## src/rtl/fetch_align_buffer_pkg.sv

```systemverilog
// Shared parcel type, compressed-instruction predicate and default geometry
// for the fetch alignment buffer.
package c_ext_defs;

    localparam int FETCH_W_DEF   = 32;
    localparam int DEPTH_DEF     = 8;
    localparam int FETCH_PARCELS = FETCH_W_DEF / 16;
    localparam int PARCEL_IDX_W  = $clog2(DEPTH_DEF);

    typedef struct packed {
        logic [15:0] data;
        logic        exc;
    } type_parcel_s;

    // A parcel whose two low bits are not 2'b11 is a complete 16-bit instruction.
    function automatic logic is_comp_parcel(input logic [15:0] parcel);
        return parcel[1:0] != 2'b11;
    endfunction

endpackage

```

## src/rtl/fetch_align_buffer_if.sv

```systemverilog
// Fetch-side and decode-side handshake bundle of the alignment buffer.
// The master modport is the front end / decode side, slave is the buffer.
interface fetch_align_buffer_if #(
    parameter int XLEN    = 32,
    parameter int FETCH_W = 32,
    parameter int DEPTH   = 8
);
    localparam int CW = $clog2(DEPTH) + 1;

    logic               fetch_valid_i;
    logic               fetch_ready_o;
    logic [FETCH_W-1:0] fetch_data_i;
    logic               fetch_exc_i;
    logic               flush_i;
    logic [XLEN-1:0]    flush_pc_i;
    logic               instr_valid_o;
    logic               instr_ready_i;
    logic [31:0]        instr_o;
    logic [XLEN-1:0]    instr_pc_o;
    logic               instr_is_comp_o;
    logic               instr_exc_o;
    logic [CW-1:0]      count_o;

    modport master (
        output fetch_valid_i, fetch_data_i, fetch_exc_i, flush_i, flush_pc_i, instr_ready_i,
        input  fetch_ready_o, instr_valid_o, instr_o, instr_pc_o, instr_is_comp_o,
               instr_exc_o, count_o
    );

    modport slave (
        input  fetch_valid_i, fetch_data_i, fetch_exc_i, flush_i, flush_pc_i, instr_ready_i,
        output fetch_ready_o, instr_valid_o, instr_o, instr_pc_o, instr_is_comp_o,
               instr_exc_o, count_o
    );

endinterface

```

## src/rtl/fetch_parcel_fifo.sv

```systemverilog
// Circular parcel store: P-parcel write at the tail (skipping leading parcels),
// two-parcel read window at the head, pop of one or two parcels per cycle.
module fetch_parcel_fifo
    import c_ext_defs::*;
#(
    parameter int DEPTH = 8,
    parameter int P     = 2,
    localparam int IW   = $clog2(DEPTH),
    localparam int CW   = IW + 1,
    localparam int SKW  = $clog2(P)
) (
    input  logic                   clk,
    input  logic                   rst_n,
    input  logic                   flush_i,
    input  logic                   push_i,
    input  logic [SKW-1:0]         skip_i,
    input  type_parcel_s [P-1:0]   wr_parcels_i,
    input  logic                   pop_i,
    input  logic                   pop_two_i,
    output type_parcel_s           rd0_o,
    output type_parcel_s           rd1_o,
    output logic [CW-1:0]          count_o
);

    type_parcel_s mem [DEPTH];

    logic [IW-1:0] head_q, head_d;
    logic [IW-1:0] tail_q, tail_d;
    logic [CW-1:0] count_q, count_d;
    logic [CW-1:0] push_n, pop_n;

    always_comb begin
        push_n  = push_i ? CW'(P) - CW'(skip_i) : '0;
        pop_n   = pop_i ? (pop_two_i ? CW'(2) : CW'(1)) : '0;
        head_d  = head_q + IW'(pop_n);
        tail_d  = tail_q + IW'(push_n);
        count_d = count_q + push_n - pop_n;
        if (flush_i) begin
            head_d  = '0;
            tail_d  = '0;
            count_d = '0;
        end
    end

    always_ff @(posedge clk or negedge rst_n) begin
        if (!rst_n) begin
            head_q  <= '0;
            tail_q  <= '0;
            count_q <= '0;
        end else begin
            head_q  <= head_d;
            tail_q  <= tail_d;
            count_q <= count_d;
        end
    end

    // Parcels below skip belong to bytes before the redirect target and are dropped.
    always_ff @(posedge clk) begin
        if (push_i && !flush_i) begin
            for (int i = 0; i < P; i++) begin
                if (i >= 32'(skip_i)) begin
                    mem[tail_q + IW'(i) - IW'(skip_i)] <= wr_parcels_i[i];
                end
            end
        end
    end

    assign rd0_o   = mem[head_q];
    assign rd1_o   = mem[head_q + IW'(1)];
    assign count_o = count_q;

endmodule

```

## src/rtl/fetch_align_buffer.sv

```systemverilog
// Instruction alignment queue: splits fetch words into parcels and issues one
// aligned 16- or 32-bit instruction per cycle with its PC and fault flag.
module fetch_align_buffer
    import c_ext_defs::*;
#(
    parameter int              XLEN     = 32,
    parameter int              FETCH_W  = 32,
    parameter int              DEPTH    = 8,
    parameter logic [XLEN-1:0] PC_RESET = XLEN'(32'h8000_0000)
) (
    input  logic               clk,
    input  logic               rst_n,
    fetch_align_buffer_if.slave bus
);

    localparam int P    = FETCH_W / 16;
    localparam int SKW  = $clog2(P);
    localparam int OFFW = $clog2(FETCH_W / 8);
    localparam int CW   = $clog2(DEPTH) + 1;

    type_parcel_s [P-1:0] wr_parcels;
    type_parcel_s         rd0, rd1;
    logic [CW-1:0]        count;

    logic [SKW-1:0]  skip_q, skip_d;
    logic [XLEN-1:0] head_pc_q, head_pc_d;

    logic        fetch_ready, push, pop, pop_two;
    logic        head_comp, head_fault;
    logic        instr_valid, instr_comp, instr_exc;
    logic [31:0] instr;

    for (genvar gi = 0; gi < P; gi++) begin : g_split
        assign wr_parcels[gi] = {bus.fetch_data_i[16*gi +: 16], bus.fetch_exc_i};
    end

    // Readiness looks only at the stored count, never at this cycle's pop.
    assign fetch_ready = count <= CW'(DEPTH - P);
    assign push        = bus.fetch_valid_i & fetch_ready & ~bus.flush_i;
    assign head_comp   = is_comp_parcel(rd0.data);
    assign head_fault  = rd0.exc;

    always_comb begin
        instr_valid = 1'b0;
        instr       = '0;
        instr_comp  = 1'b0;
        instr_exc   = 1'b0;
        if (!bus.flush_i && count != '0) begin
            if (head_fault) begin
                instr_valid = 1'b1;
                instr_comp  = 1'b1;
                instr_exc   = 1'b1;
            end else if (head_comp) begin
                instr_valid = 1'b1;
                instr       = {16'h0000, rd0.data};
                instr_comp  = 1'b1;
            end else if (count >= CW'(2)) begin
                instr_valid = 1'b1;
                instr       = {rd1.data, rd0.data};
                instr_exc   = rd1.exc;
            end
        end
    end

    assign pop     = instr_valid & bus.instr_ready_i;
    assign pop_two = ~head_fault & ~head_comp;

    always_comb begin
        head_pc_d = head_pc_q;
        skip_d    = skip_q;
        if (bus.flush_i) begin
            head_pc_d = bus.flush_pc_i;
            skip_d    = bus.flush_pc_i[OFFW-1:1];
        end else begin
            if (pop) begin
                head_pc_d = head_pc_q + (pop_two ? XLEN'(4) : XLEN'(2));
            end
            if (push) begin
                skip_d = '0;
            end
        end
    end

    always_ff @(posedge clk or negedge rst_n) begin
        if (!rst_n) begin
            head_pc_q <= PC_RESET;
            skip_q    <= '0;
        end else begin
            head_pc_q <= head_pc_d;
            skip_q    <= skip_d;
        end
    end

    fetch_parcel_fifo #(
        .DEPTH (DEPTH),
        .P     (P)
    ) u_fifo (
        .clk          (clk),
        .rst_n        (rst_n),
        .flush_i      (bus.flush_i),
        .push_i       (push),
        .skip_i       (skip_q),
        .wr_parcels_i (wr_parcels),
        .pop_i        (pop),
        .pop_two_i    (pop_two),
        .rd0_o        (rd0),
        .rd1_o        (rd1),
        .count_o      (count)
    );

    assign bus.fetch_ready_o   = fetch_ready;
    assign bus.instr_valid_o   = instr_valid;
    assign bus.instr_o         = instr;
    assign bus.instr_pc_o      = head_pc_q;
    assign bus.instr_is_comp_o = instr_comp;
    assign bus.instr_exc_o     = instr_exc;
    assign bus.count_o         = count;

endmodule

```

## src/flat_wrapper.sv

```systemverilog
// flat-port wrapper written by rule: the top's interface ports become plain ports
module fetch_align_buffer_flat import c_ext_defs::*;
#(
    parameter int              XLEN     = 32,
    parameter int              FETCH_W  = 32,
    parameter int              DEPTH    = 8,
    parameter logic [XLEN-1:0] PC_RESET = XLEN'(32'h8000_0000)
)
  (clk, rst_n, bus_fetch_valid_i, bus_fetch_data_i, bus_fetch_exc_i, bus_flush_i, bus_flush_pc_i, bus_instr_ready_i, bus_fetch_ready_o, bus_instr_valid_o, bus_instr_o, bus_instr_pc_o, bus_instr_is_comp_o, bus_instr_exc_o, bus_count_o);
  fetch_align_buffer_if #(.XLEN(XLEN), .FETCH_W(FETCH_W), .DEPTH(DEPTH)) bus_i ();
  input  logic clk;
  input  logic rst_n;
  input wire logic [$bits(bus_i.fetch_valid_i)-1:0] bus_fetch_valid_i;
  input wire logic [$bits(bus_i.fetch_data_i)-1:0] bus_fetch_data_i;
  input wire logic [$bits(bus_i.fetch_exc_i)-1:0] bus_fetch_exc_i;
  input wire logic [$bits(bus_i.flush_i)-1:0] bus_flush_i;
  input wire logic [$bits(bus_i.flush_pc_i)-1:0] bus_flush_pc_i;
  input wire logic [$bits(bus_i.instr_ready_i)-1:0] bus_instr_ready_i;
  output wire logic [$bits(bus_i.fetch_ready_o)-1:0] bus_fetch_ready_o;
  output wire logic [$bits(bus_i.instr_valid_o)-1:0] bus_instr_valid_o;
  output wire logic [$bits(bus_i.instr_o)-1:0] bus_instr_o;
  output wire logic [$bits(bus_i.instr_pc_o)-1:0] bus_instr_pc_o;
  output wire logic [$bits(bus_i.instr_is_comp_o)-1:0] bus_instr_is_comp_o;
  output wire logic [$bits(bus_i.instr_exc_o)-1:0] bus_instr_exc_o;
  output wire logic [$bits(bus_i.count_o)-1:0] bus_count_o;
  assign bus_i.fetch_valid_i = bus_fetch_valid_i;
  assign bus_i.fetch_data_i = bus_fetch_data_i;
  assign bus_i.fetch_exc_i = bus_fetch_exc_i;
  assign bus_i.flush_i = bus_flush_i;
  assign bus_i.flush_pc_i = bus_flush_pc_i;
  assign bus_i.instr_ready_i = bus_instr_ready_i;
  assign bus_fetch_ready_o = bus_i.fetch_ready_o;
  assign bus_instr_valid_o = bus_i.instr_valid_o;
  assign bus_instr_o = bus_i.instr_o;
  assign bus_instr_pc_o = bus_i.instr_pc_o;
  assign bus_instr_is_comp_o = bus_i.instr_is_comp_o;
  assign bus_instr_exc_o = bus_i.instr_exc_o;
  assign bus_count_o = bus_i.count_o;
  fetch_align_buffer #(.XLEN(XLEN), .FETCH_W(FETCH_W), .DEPTH(DEPTH), .PC_RESET(PC_RESET)) u_core (.clk(clk), .rst_n(rst_n), .bus(bus_i));
endmodule
```

## config.mk

```make
export PLATFORM = sky130hd
export DESIGN_NAME = fetch_align_buffer_flat
export DESIGN_NICKNAME = d
export VERILOG_FILES = /design/src/rtl/fetch_align_buffer_pkg.sv /design/src/rtl/fetch_align_buffer_if.sv /design/src/rtl/fetch_parcel_fifo.sv /design/src/rtl/fetch_align_buffer.sv /design/src/flat_wrapper.sv
export SDC_FILE = /design/constraint.sdc
export NUM_CORES = 1
export LEC_CHECK = 0
export ABC_AREA = 0
export BUFFER_PORTS_ARGS = -buffer_cell sky130_fd_sc_hd__buf_4
export CORE_AREA = 5 5 172 124
export CTS_CLUSTER_SIZE = 28
export DETAILED_ROUTE_END_ITERATION = 12
export DIE_AREA = 0 0 177 129
export GPL_TIMING_DRIVEN = 0
export PLACE_DENSITY = 0.89
export REMOVE_ABC_BUFFERS = 1
export SLEW_MARGIN = 15
export SYNTH_ARGS = -nofsm -noshare
export SYNTH_HDL_FRONTEND = slang
export SYNTH_SLANG_ARGS = --single-unit
```

## constraint.sdc

```tcl
create_clock -name clk -period 5.31 [get_ports clk]
set_input_delay 0.2655 -clock clk [delete_from_list [all_inputs] [get_ports clk]]
set_output_delay 0.2655 -clock clk [all_outputs]
set_load 0.05 [all_outputs]
```

==> flow_metrics.tcl <==
set metrics [dict create \
    run_status "complete, no violations" \
    syn-cell-area_sq_mm 0.0113 \
    yosysSeqAreaShare 0.458 \
    drc_errors 0 \
    path_clk_slew_ps 70 \
    power.density_mw_per_mm2 367 \
    grtUsageTotal 0.278 \
    hold_violations 0 \
    portBuffers 141 \
    use_met2 0.448 \
    synthCells 848 \
    crit_chain "buf_12 > mux4_2 > mux2_2 > nand3b_4 > inv_4 > nand3_2 > a21oi_1 > buf_4" \
    synthXorXnorAreaFrac 0.00778 \
    synth_compound_area_frac 0.0941 \
    ir_drop_mv 0.392 \
    min_from "bus_flush_pc_i[16]" \
    antenna_found_initial 0 \
    synthAdderAreaFrac 0.0267 \
    reg2reg_depth 12 \
    drive_gt1_frac 0.436 \
    hold_depth 3 \
    fmax_ghz 0.197 \
    rows 43 \
    crit_path_max_fanout 44 \
    cts_sinks 179 \
    max_stage_delay_ps 800 \
    cts_root_buffer "clkbuf_16" \
    top_usage_layer "met2" \
    clk_latency_ps 440 \
    numCtsBuffers 17 \
    final_nets 1057 \
    n_antenna_cell 0 \
    worst_slack_ps 236 \
    crit_type "reg -> out" \
    synth-edff-count 136 \
    tns_ps 0 \
    stdcell_count 1249 \
    dp_hpwl_mm 20.5 \
    grt_max_degree 103 \
    yosys_most_used_dff "edfxtp_1" \
    skew_ps 8.99 \
    synth_top_family_by_area "multiplexers" \
    io_pins 142 \
    hold_class "in -> reg" \
    leakage_nw 4.81 \
    post-place-ws_ps 377 \
    clockBufferDepth 2 \
    coreArea_sq_mm 0.0195 \
    hold_end "u_core.bus.instr_pc_o[16]" \
    drt-initial-drc-count 1278 \
    synth.distinct_cells 60 \
    drt-wirelength-per-cell_um 25.2 \
    area_growth_pct 18.1 \
    path_delay_family "buffers and inverters" \
    timing.final.crit_share 0.956 \
    relSlewSlack 0.154 \
    arrival_ps 4810 \
    postRouteAntennaNets 0 \
    cts_tree "yes" \
    gr-total-overflow 0 \
    worstSetupEndpointType "output port" \
    reg2reg_slack_ps 520 \
    rsz0062_at_grt "false" \
    synthMuxAreaShare 0.283 \
    syn_avg_cell_area_sq_um 13.3 \
    cp_slowest_cell "dfrtp_4" \
    critPathBufInv 3 \
    htreeDepth 4 \
    cp-start-kind "register" \
    worst_r2r_startpoint "u_core.u_fifo.head_q[0]" \
    yosys.area_share.simple 0.0965 \
    grt_util_met1 0.377 \
    ys_ff_latch 179 \
    die_x_um 177 \
    grt_pass1_wl_mm 48.7 \
    vias 8487 \
    gp_congestion 0.848 \
    maxCapViolCount 0 \
    die_y_um 129 \
    yosysWarningCount 0 \
    setup_viol 0 \
    drt_wl_total_mm 31.4 \
    final_max_slew_viol_count 0 \
    cp.required_ps 5040 \
    start_util 0.578 \
    period_needed_ps 5070 \
    grt_pass1_vias 8600 \
    r2r-end "u_core.bus.instr_pc_o[17]" \
    worstMarginPinSlew_ps 1270 \
    avgViaCountPerCell 6.80 \
    gr-usage-met3 0.0670 \
    dpl.cell_count 1216 \
    dieArea_sq_mm 0.0228 \
    async_flop_share 0.240 \
    first_pass_iters 5 \
]
==> cell usage in the layout, fill, tap and decap left out, types with 21 or more instances in the layout <==
cell type | synthesis | final
buf_4 | 3 | 142
edfxtp_1 | 136 | 136
dfrtp_1 | 42 | 39
nor2_1 | 45 | 45
a21oi_1 | 27 | 27
mux2_2 | 131 | 131
nand2_1 | 62 | 62
mux4_2 | 68 | 68
inv_1 | 23 | 23
nor2b_1 | 21 | 21
==> power breakdown <==
part	internal (mW)	switching [mW]
combinational	0.690	1.07
clock	0.797	0.572
sequential	1.62	0.130
==> worst min-delay path: stages <==
cell,delay (ps)
buf_4,80
nand2_1,40
o211ai_1,70
==> worst max-delay path by stage <==
stage                                 start                   endpoint  depth (start not counted)
finish              u_core.u_fifo.head_q[0]            bus_instr_o[17]                          8
global route        u_core.u_fifo.head_q[0]            bus_instr_o[17]                          8
CTS                 u_core.u_fifo.head_q[0]            bus_instr_o[17]                          8
detailed placement  u_core.u_fifo.head_q[0]  u_core.bus.instr_pc_o[14]                         11
global placement    u_core.u_fifo.head_q[0]  u_core.bus.instr_pc_o[14]                         10
floorplan           u_core.u_fifo.head_q[0]             bus_instr_o[1]                          3
==> sequential cells by signal, indices dropped and copies added (netlist names) <==
register               flops
u_core.skip_q              1
u_core.bus.instr_pc_o     32
u_core.u_fifo.count_o      4
u_core.u_fifo.tail_q       3
u_core.u_fifo.mem        136
u_core.u_fifo.head_q       3
==> cell usage after synthesis (all sizes together), types with 3 or more instances <==
cell	count	area [sq um]
mux2	132	1490
edfxtp	136	4080
inv	24	92.6
nor3	10	72.6
nor4	4	25.0
o21ai	5	25.0
mux2i	16	160
a2111o	3	33.8
and2	5	31.3
a21oi	27	135
nand2b	14	87.6
a221o	17	170
o211ai	17	128
clkbuf	30	113
nand2	62	233
a211oi	3	22.5
dfrtp	42	1050
mux4	68	1530
a21o	12	90.1
nand3	18	100
o2111ai	5	43.8
ha	16	200
nor2b	21	131
fa	5	100
o211a	5	50.1
xnor2	6	52.6
buf	29	176
and4	6	52.6
nand4	7	43.8
a211o	5	43.8
a2111oi	13	176
nor2	47	181
and3	9	56.3
xor2	4	35.0
==> routing by layer <==
layer	wire length, um	up-vias
met3	3060	91
li1	-	3605
met1	12200	4238
met2	15300	553
met5	0	-
met4	862	0
==> per-stage QoR <==
stage	hold WS, ps	util	area, sq um	total power [mW]
after floorplan	-30.1	-	11000	2.92
after global placement	303	0.635	12400	3.38
after detailed placement	303	0.649	12600	3.49
after CTS	50.1	0.682	13300	4.86
after global routing	58.9	0.683	13300	5.06
final	56.2	0.683	13300	4.88
==> repair_timing <==
action                                 4_1_cts  5_1_grt
gates resized for setup                      0        2
hold buffers                                 1        0
setup buffers                                0        0
endpoints found under the hold margin       42        0
setup endpoints to repair                    0       18
==> cells by family (layout without fill, tap and decap cells) <==
kind of cell / Yosys count / after routing
adders and majority gates: 21 / 21
and+or+nand+nor: 211 / 211
muxes: 216 / 216
xor gates and xnor gates: 10 / 10
DFF: 179 / 179
buffers and inverters: 83 / 214
AOI/OAI and AO/OA: 128 / 128
==> cell type report <==
class                           count  area (sq um)
Fill cell                        1310          6180
Multi-Input combinational cell    586          5800
Sequential cell                   179          5170
Timing Repair Buffer              158          1270
Clock buffer                       18           429
Tap cell                          270           338
Clock inverter                     14           200
Inverter                           24          92.6
(Power assumes the default switching activity.)
